[src/rtl/mem_stage_pkg.sv]
// Shared constants and types for the memory-stage access controller.
// The timeout feature (MEM_ACCESS_TIMEOUT_EN) lives in mem_stage_access_ctrl.sv.
package mem_stage_pkg;

    localparam logic [2:0] F3_B  = 3'b000;
    localparam logic [2:0] F3_H  = 3'b001;
    localparam logic [2:0] F3_W  = 3'b010;
    localparam logic [2:0] F3_BU = 3'b100;
    localparam logic [2:0] F3_HU = 3'b101;

    localparam logic [3:0] STRB_B = 4'b0001;
    localparam logic [3:0] STRB_H = 4'b0011;
    localparam logic [3:0] STRB_W = 4'b1111;

    typedef enum logic [1:0] {
        IDLE = 2'd0,
        REQ  = 2'd1,
        RESP = 2'd2
    } state_t;

    // True when funct3 is a legal encoding for the direction and the lane is naturally aligned.
    function automatic logic access_ok(input logic       is_store,
                                       input logic [2:0] funct3,
                                       input logic [1:0] lane);
        logic legal;
        logic aligned;
        legal   = 1'b0;
        aligned = 1'b1;
        case (funct3)
            F3_B:  legal = 1'b1;
            F3_H:  begin legal = 1'b1;      aligned = ~lane[0];          end
            F3_W:  begin legal = 1'b1;      aligned = (lane == 2'b00);   end
            F3_BU: legal = ~is_store;
            F3_HU: begin legal = ~is_store; aligned = ~lane[0];          end
            default: legal = 1'b0;
        endcase
        return legal & aligned;
    endfunction

endpackage

[src/rtl/mem_stage_access_ctrl_load_align.sv]
// Combinational load extractor: selects the byte/halfword lane of a read word
// and sign- or zero-extends it according to funct3.
module load_align_unit
    import mem_stage_pkg::*;
(
    input  logic [31:0] i_rdata,
    input  logic [1:0]  i_addr,
    input  logic [2:0]  i_funct3,
    output logic [31:0] o_data
);

    logic [7:0]  w_byte;
    logic [15:0] w_half;

    always_comb begin
        w_byte = i_rdata[{i_addr, 3'b000} +: 8];
        w_half = i_addr[1] ? i_rdata[31:16] : i_rdata[15:0];
        case (i_funct3)
            F3_B:    o_data = {{24{w_byte[7]}}, w_byte};
            F3_H:    o_data = {{16{w_half[15]}}, w_half};
            F3_BU:   o_data = {24'h0, w_byte};
            F3_HU:   o_data = {16'h0, w_half};
            default: o_data = i_rdata;
        endcase
    end

endmodule

[src/rtl/mem_stage_access_ctrl.sv]
// Memory-stage controller: drives the data-memory request/ready bus, aligns stores and loads,
// stalls the front pipeline while busy. Optional REQ timeout: define MEM_ACCESS_TIMEOUT_EN.
module mem_stage_access_ctrl
    import mem_stage_pkg::*;
#(
    parameter int unsigned TIMEOUT_CYCLES = 16
) (
    input  logic        CLK,
    input  logic        RESET_N,
    input  logic        IN_DATAMEMSEL,
    input  logic [3:0]  IN_READ_WRITE,
    input  logic [31:0] IN_ALU_RESULT,
    input  logic [31:0] IN_DATA2,
    output logic        MEM_REQ,
    output logic        MEM_WE,
    output logic [31:0] MEM_ADDR,
    output logic [31:0] MEM_WDATA,
    output logic [3:0]  MEM_WSTRB,
    input  logic [31:0] MEM_RDATA,
    input  logic        MEM_READY,
    input  logic        MEM_ERR,
    output logic [31:0] OUT_LOAD_DATA,
    output logic        OUT_LOAD_VALID,
    output logic        OUT_STALL,
    output logic        OUT_FAULT
);

    state_t      r_state;
    logic        r_req;
    logic        r_we;
    logic [31:0] r_addr;
    logic [31:0] r_wdata;
    logic [3:0]  r_wstrb;
    logic [1:0]  r_lane;
    logic [2:0]  r_f3;
    logic [31:0] r_load_data;
    logic        r_load_valid;
    logic        r_fault;

    logic        w_is_store;
    logic [2:0]  w_f3;
    logic [1:0]  w_lane;
    logic        w_ok;
    logic        w_start;
    logic        w_idle_fault;
    logic [31:0] w_wdata;
    logic [3:0]  w_wstrb;
    logic [31:0] w_load_data;
    logic        w_timeout;

    assign w_is_store   = IN_READ_WRITE[3];
    assign w_f3         = IN_READ_WRITE[2:0];
    assign w_lane       = IN_ALU_RESULT[1:0];
    assign w_ok         = access_ok(w_is_store, w_f3, w_lane);
    assign w_start      = (r_state == IDLE) && IN_DATAMEMSEL && w_ok;
    assign w_idle_fault = (r_state == IDLE) && IN_DATAMEMSEL && !w_ok;

    // Combinational outputs are gated by reset so an asserted reset silences them immediately.
    assign OUT_STALL = RESET_N && (w_start || (r_state == REQ));
    assign OUT_FAULT = r_fault || (RESET_N && w_idle_fault);

    assign MEM_REQ        = r_req;
    assign MEM_WE         = r_we;
    assign MEM_ADDR       = r_addr;
    assign MEM_WDATA      = r_wdata;
    assign MEM_WSTRB      = r_wstrb;
    assign OUT_LOAD_DATA  = r_load_data;
    assign OUT_LOAD_VALID = r_load_valid;

    always_comb begin
        w_wdata = IN_DATA2;
        w_wstrb = STRB_W;
        case (w_f3[1:0])
            2'b00: begin
                w_wdata = {4{IN_DATA2[7:0]}};
                w_wstrb = STRB_B << w_lane;
            end
            2'b01: begin
                w_wdata = {2{IN_DATA2[15:0]}};
                w_wstrb = STRB_H << w_lane;
            end
            default: begin
                w_wdata = IN_DATA2;
                w_wstrb = STRB_W;
            end
        endcase
        if (!w_is_store) begin
            w_wstrb = '0;
        end
    end

    load_align_unit u_load_align (
        .i_rdata  (MEM_RDATA),
        .i_addr   (r_lane),
        .i_funct3 (r_f3),
        .o_data   (w_load_data)
    );

`ifdef MEM_ACCESS_TIMEOUT_EN
    localparam int unsigned CNT_W = $clog2(TIMEOUT_CYCLES + 1);

    logic [CNT_W-1:0] r_cnt;

    // Abort on the REQ cycle whose increment would bring the count to TIMEOUT_CYCLES.
    assign w_timeout = (r_state == REQ) && !MEM_READY &&
                       (r_cnt == CNT_W'(TIMEOUT_CYCLES - 1));

    always_ff @(posedge CLK or negedge RESET_N) begin
        if (!RESET_N) begin
            r_cnt <= '0;
        end else if (w_start) begin
            r_cnt <= '0;
        end else if ((r_state == REQ) && !MEM_READY) begin
            r_cnt <= r_cnt + 1'b1;
        end
    end
`else
    assign w_timeout = 1'b0;
`endif

    always_ff @(posedge CLK or negedge RESET_N) begin
        if (!RESET_N) begin
            r_state      <= IDLE;
            r_req        <= 1'b0;
            r_we         <= 1'b0;
            r_addr       <= '0;
            r_wdata      <= '0;
            r_wstrb      <= '0;
            r_lane       <= '0;
            r_f3         <= '0;
            r_load_data  <= '0;
            r_load_valid <= 1'b0;
            r_fault      <= 1'b0;
        end else begin
            r_load_valid <= 1'b0;
            r_fault      <= 1'b0;
            case (r_state)
                IDLE: begin
                    if (w_start) begin
                        r_req   <= 1'b1;
                        r_we    <= w_is_store;
                        r_addr  <= {IN_ALU_RESULT[31:2], 2'b00};
                        r_wdata <= w_wdata;
                        r_wstrb <= w_wstrb;
                        r_lane  <= w_lane;
                        r_f3    <= w_f3;
                        r_state <= REQ;
                    end
                end
                REQ: begin
                    if (MEM_READY) begin
                        r_req   <= 1'b0;
                        r_state <= RESP;
                        if (MEM_ERR) begin
                            r_fault <= 1'b1;
                        end else if (!r_we) begin
                            r_load_data  <= w_load_data;
                            r_load_valid <= 1'b1;
                        end
                    end else if (w_timeout) begin
                        r_req   <= 1'b0;
                        r_fault <= 1'b1;
                        r_state <= RESP;
                    end
                end
                RESP: begin
                    r_state <= IDLE;
                end
                default: begin
                    r_state <= IDLE;
                end
            endcase
        end
    end

endmodule

[config.mk]
export PLATFORM = sky130hd
export DESIGN_NAME = mem_stage_access_ctrl
export DESIGN_NICKNAME = d
export VERILOG_FILES = /design/src/rtl/mem_stage_pkg.sv /design/src/rtl/mem_stage_access_ctrl_load_align.sv /design/src/rtl/mem_stage_access_ctrl.sv
export SDC_FILE = /design/constraint.sdc
export NUM_CORES = 1
export LEC_CHECK = 0
export BUFFER_PORTS_ARGS = -buffer_cell sky130_fd_sc_hd__buf_2
export CAP_MARGIN = 10
export CORE_ASPECT_RATIO = 1.4
export CORE_MARGIN = 2
export CORE_UTILIZATION = 53
export CTS_CLUSTER_DIAMETER = 120
export DETAILED_ROUTE_END_ITERATION = 8
export HOLD_SLACK_MARGIN = 0.06
export PLACE_DENSITY = 0.86
export SYNTH_ARGS = -nofsm -noshare
export SYNTH_HDL_FRONTEND = slang
export SYNTH_SLANG_ARGS = --single-unit
[constraint.sdc]
create_clock -name CLK -period 4.95 [get_ports CLK]
set_input_delay 0.2475 -clock CLK [delete_from_list [all_inputs] [get_ports CLK]]
set_output_delay 0.2475 -clock CLK [all_outputs]
set_load 0.01 [all_outputs]
==> reports/qor.yml, run 1 <==
regArea_um2: 2730
synthCells: 460
ys_top_cells_by_count: "109 x dfrtp_1, 50 x mux2i_1, 49 x o21ai_0"
irDropWorstVdd_mv: 0.299
drv_slew: 0
crit_required_ns: 5.13
cts.sinks: 109
crit_end: "OUT_LOAD_DATA[30]"
relSlewSlack_pct: 35.1
ant_nets: 0
grt_max_degree: 77
syn_area_per_cell_um2: 11.5
maxCapViolCount: 0
gr-total-overflow: 0
outcome: "complete, no violations"
synthMostInstantiatedCell: "dfrtp_1"
routedWlPerCell_um: 17.3
drc: 0
drive_gt1_share_pct: 42.8
netlist_top_cells_area: "dfrtp_1 52%, mux2_4 11%, mux2i_1 9.5%"
post_cts_resized: 0
die_area_um2: 10800
swShare_pct: 33.1
antenna_found_initial: 0
drt_iter0_markers: 166
fin_skew_ns: 0.00481
rsz0062_at_grt: "false"
tns_ns: 0
multi_input_area_um2: 2340
p_leak_nw: 3.50
synth_top_cell_area_share_pct: 51.6
final_util_pct: 68.3
drt-total-wl_um: 13700
clock_path_buffers: 2
synth_ff_type: "dfrtp_1"
finalCritPeriodShare_pct: 45.9
rows: 43
grt_pass1_vias: 4312
combPwrFrac_pct: 34.9
ys.warnings.count: 0
cp-end-kind: "flip-flop"
cp_max_fo: 34
clockPowerShare_pct: 23.3
hpwlAfterDp_um: 10200
hold_violations: 0
core_area_um2: 9790
syn_to_final_growth_pct: 26.4
synthArstFlopShare_pct: 100
rr_worst_depth: 5
crit_type: "reg -> reg"
grt_pass1_wl_um: 21100
critPathLaunch: "r_state[1]"
p_int_mw: 2.24
sequentialPowerShare_pct: 41.8
gp_congestion: 0.961
whs_ns: 0.134
clkLatencyLatePin_ns: 0.34
cts_tree: "done"
powerDensity_nw_per_um2: 500
cts_setup_buffers: 0
finalCriticalPeriod_ns: 2.27
io_buffers: 207
dieWidth_um: 88.4
fin_nets: 755
yosysSeqAreaShare_pct: 51.6
cts-buffers-inserted: 9
fillCellCount: 799
start_util_pct: 54.0
clkTransAtPathRegs_ns: 0.07
fp.dieH_um: 122
hold_path_class: "in -> reg"
synth-seq-cells: 109
tightest_slew_ns: 0.974
crit_path_start_kind: "flip-flop"
synth-edff-count: 0
r2r-end: "OUT_LOAD_DATA[30]"
r2r-start: "r_state[1]"
worstPathArrival_ns: 2.45
via_per_inst: 5.41
yosys.area.top_type: "dfrtp_1"
vias: 4268
root_buffer: "clkbuf_16"
clock.fmax_mhz: 441
dr.pass1.iters: 4
yosysUniqueCellTypes: 41
netlist_area_um2: 5290
power_switching_mw: 1.11
placed_cells: 773
cts-htree-levels: 3
track_usage_pct: 25.8
io_pins: 210
r2r_slack_ns: 2.68
diodes: 0
layoutNonFillerInstCount: 789
setup_viol: 0
==> critical path, stage by stage, from the launching register on <==
cell and delay, ns:
dfrtp_1 0.40, nor2b_1 0.22, nand3_1 0.41, inv_2 0.68, mux2i_1 0.27, o21ai_0 0.11
==> routing by layer <==
| metal | GRT usage [%] | vias up | wire [um] |
|---|---|---|---|
| met1 | 30.7 | 2049 | 5090 |
| met2 | 44.3 | 202 | 7140 |
| met4 | 9.66 | 0 | 339 |
| li1 | - | 1994 | - |
| met5 | 0 | - | 0 |
| met3 | 6.78 | 23 | 1090 |
==> worst min-delay path by stage <==
stage	end	slack, ns	startpoint	cells past startpoint
CTS	MEM_ADDR[17]	0.12	IN_ALU_RESULT[17]	2
floorplan	MEM_ADDR[10]	-0.05	RESET_N	0
finish	MEM_ADDR[13]	0.13	IN_ALU_RESULT[13]	2
global route	MEM_ADDR[6]	0.12	IN_ALU_RESULT[6]	2
global placement	MEM_ADDR[25]	0.21	RESET_N	1
detailed placement	MEM_ADDR[23]	0.22	RESET_N	1
==> cell usage in the layout (no fill, tap or decap), drive strengths merged, types with 3 or more instances in the layout <==
| cell | instances |
|---|---|
| a31oi | 7 |
| mux2i | 50 |
| nor3b | 3 |
| o22a | 7 |
| a21oi | 17 |
| a22oi | 9 |
| clkbuf | 12 |
| and2 | 16 |
| nor2 | 25 |
| buf | 211 |
| nand2 | 42 |
| o21ai | 50 |
| dfrtp | 109 |
| a221oi | 7 |
| mux2 | 49 |
| inv | 11 |
| a21o | 5 |
==> per-stage QoR <==
| stage | power [mW] | setup WS [ns] | area (um2) |
|---|---|---|---|
| finish | 3.34 | 2.68 | 6690 |
| global route | 3.56 | 2.40 | 6690 |
| CTS | 3.37 | 2.67 | 6690 |
| detailed placement | 2.58 | 2.65 | 6350 |
| global placement | 2.52 | 2.75 | 6350 |
| floorplan | 2.08 | 3.33 | 5290 |
==> cell type report <==
class,count,area share (%)
clock buffers,12,3.84
inverters,11,0.618
flip-flops and latches,109,40.8
well taps,135,2.53
repair buffers,212,16.1
multi-input cells,307,35.1
clock inverters,3,1.03
==> power groups by stage <==
stage | clock [mW] | sequential [mW] | combinational, mW
after global routing | 0.833 | 1.43 | 1.29
after floorplan | 0 | 1.50 | 0.579
after global placement | 0 | 1.39 | 1.14
after detailed placement | 0 | 1.41 | 1.18
final | 0.780 | 1.40 | 1.17
after CTS | 0.795 | 1.40 | 1.18
==> cells by family (layout without fill, tap and decap cells) <==
kind of cell	Yosys count	in the layout	synth area share (%)
AO/OA/AOI/OAI	107	107	12.3
buffers and inverters	45	238	4.40
flip-flops	109	109	51.6
multiplexers	100	100	23.2
other	1	2	0.0709
AND/OR/NAND/NOR	98	98	8.52
==> repair_timing <==
item                       CTS  global route
hold buffers                 1             0
hold endpoints to repair    33             0
setup endpoints to repair    0             0
==> registers in the layout (all words and copies together) (netlist names) <==
register,count
MEM_WSTRB,4
MEM_WE,1
OUT_LOAD_DATA,32
r_fault,1
r_f3,3
OUT_LOAD_VALID,1
MEM_REQ,1
MEM_ADDR,30
r_state,2
r_lane,2
MEM_WDATA,32
(Power assumes the default switching activity.)
==> run 2, diff against run 1 <==
Settings changed: ABC_AREA from default to 1, CORE_UTILIZATION 53 to 44, PLACE_DENSITY 0.86 to 0.76.
Clock period 4.95 ns to 1.9 ns, I/O delays scaled along.
==> reports/qor.yml, run 2 <==
final_cell_mix: "363 x nand2_1, 206 x buf_2, 109 x dfrtp_1, 61 x inv_1, 60 x dlygate4sd3_1"
critPathLaunch: "r_state[0]"
rows: 48
netlist_area_um2: 5420
hp-start: "MEM_RDATA[3]"
syn_area_per_cell_um2: 7.18
finalCritPeriodShare_pct: 92.8
maxCapViolCount: 0
post_cts_resized: 0
io_buffers: 207
whs_ns: 0.0692
setup_viol: 0
place_area_um2: 6570
hpwlAfterDp_um: 10600
dieWidth_um: 97.8
yosys.area.top_type: "dfrtp_1"
via_per_inst: 4.89
layoutNonFillerInstCount: 1162
relSlewSlack_pct: 56.5
p_leak_nw: 4.43
cts.sinks: 109
power_switching_mw: 3.17
synth-seq-cells: 109
syn_to_final_growth_pct: 38.5
synth-edff-count: 0
clkTransAtPathRegs_ns: 0.07
diodes: 0
fin_skew_ns: 0.0111
yosysUniqueCellTypes: 19
track_usage_pct: 24.3
final_common_cell: "nand2_1"
core_area_um2: 12200
antenna_found_initial: 0
tightest_slew_ns: 0.650
tns_ns: 0
drc: 0
ys_top_cells_by_count: "363 x nand2_1, 109 x dfrtp_1, 61 x inv_1"
synth_top_cell_area_share_pct: 50.3
drv_slew: 0
synth_ff_type: "dfrtp_1"
routedWlPerCell_um: 14.1
use_met3_pct: 4.59
swShare_pct: 36.0
synthArstFlopShare_pct: 100
root_buffer: "clkbuf_16"
rsz0062_at_grt: "false"
finalInstanceArea_um2: 7500
cp-end-kind: "output port"
combPwrFrac_pct: 36.3
irDropWorstVdd_mv: 0.533
sequentialPowerShare_pct: 39.9
finalPower_mw: 8.82
grt_pass1_wl_um: 25900
start_util_pct: 44.4
cts_tree: "done"
outcome: "complete, no violations"
gp_congestion: 0.877
io_pins: 210
use_met1_pct: 29.1
crit_required_ns: 1.80
grt_pass1_vias: 5491
final_util_pct: 61.6
clock_path_buffers: 2
finalCriticalPeriod_ns: 1.76
vias: 5687
grt-busiest-layer: "met2"
p_int_mw: 5.65
die_area_um2: 13200
met2_usage_pct: 42.6
placed_cells: 1086
fin_ws_ns: 0.136
powerDensity_nw_per_um2: 1170
drt_iter0_markers: 324
clockPowerShare_pct: 23.8
cts-htree-levels: 3
fp.dieH_um: 135
clkLatencyLatePin_ns: 0.35
dp_slack_ns: 0.232
cp_max_fo: 26
worstPathArrival_ns: 1.67
r2r-start: "r_f3[0]"
cts-buffers-inserted: 9
clock.fmax_mhz: 567
dr.pass1.iters: 5
drt-total-wl_um: 16400
netlist_top_cells_area: "dfrtp_1 50%, nand2_1 25%, nand3_1 5.0%"
drive_gt1_share_pct: 25.5
grt_max_degree: 110
ant_nets: 0
hold_path_class: "in -> reg"
synthCells: 755
crit_type: "reg -> out"
fin_nets: 1112
gr-total-overflow: 0
crit_path_start_kind: "flip-flop"
ys.warnings.count: 0
hold_violations: 0
synthMostInstantiatedCell: "nand2_1"
yosysSeqAreaShare_pct: 50.3
[run 2: layer usage]
| layer | share of wire (%) | vias to the layer above |
|---|---|---|
| li1 | - | 2804 |
| met1 | 39 | 2615 |
| met2 | 52 | 227 |
| met3 | 5.7 | 41 |
| met4 | 3.2 | 0 |
| met5 | 0 | - |
[run 2: worst paths after layout]
kind / end / slack (ns) / cells after the start
worst max-delay path: OUT_STALL / 0.14 / 7
worst min-delay path: OUT_LOAD_DATA[3] / 0.07 / 5
worst max register to register: OUT_LOAD_DATA[20] / 0.22 / 6
worst min register to register: OUT_LOAD_DATA[12] / 0.47 / 2
max in group asynchronous: OUT_LOAD_DATA[8] / 1.00 / 3
min in group asynchronous: r_state[1] / 0.46 / 3
[run 2: critical path: stages (launching register included)]
cell and delay, ns:
dfrtp_1 0.38, inv_1 0.05, nand3_1 0.13, inv_1 0.12, nand4_1 0.10, buf_4 0.25, a21oi_2 0.14, buf_2 0.15
[run 2: final cells by class]
type	instances	area [um2]
Fill cell	1128	4690
Sequential cell	109	2730
Multi-Input combinational cell	546	2270
Timing Repair Buffer	279	1750
Clock buffer	10	239
Inverter	62	233
Tap cell	150	188
Clock inverter	6	93.8
[run 2: cell families after synthesis]
| group | synth area share, % |
|---|---|
| AO/OA/AOI/OAI | 6.12 |
| AND/OR/NAND/NOR | 35.5 |
| other | 0.0692 |
| buffers and inverters | 7.92 |
| flip-flops | 50.3 |
[run 2: power by group through the flow]
stage | combinational [mW] | sequential [mW] | clock (mW)
floorplan | 1.44 | 3.89 | 0
global placement | 3.04 | 3.54 | 0
detailed placement | 3.11 | 3.53 | 0
CTS | 3.20 | 3.52 | 2.13
global route | 3.58 | 3.61 | 2.22
finish | 3.20 | 3.52 | 2.10
[run 2: what timing repair did]
item                                   4_1_cts  5_1_grt
endpoints found under the hold margin      170        0
hold buffers                                60        0
setup buffers                                0        0
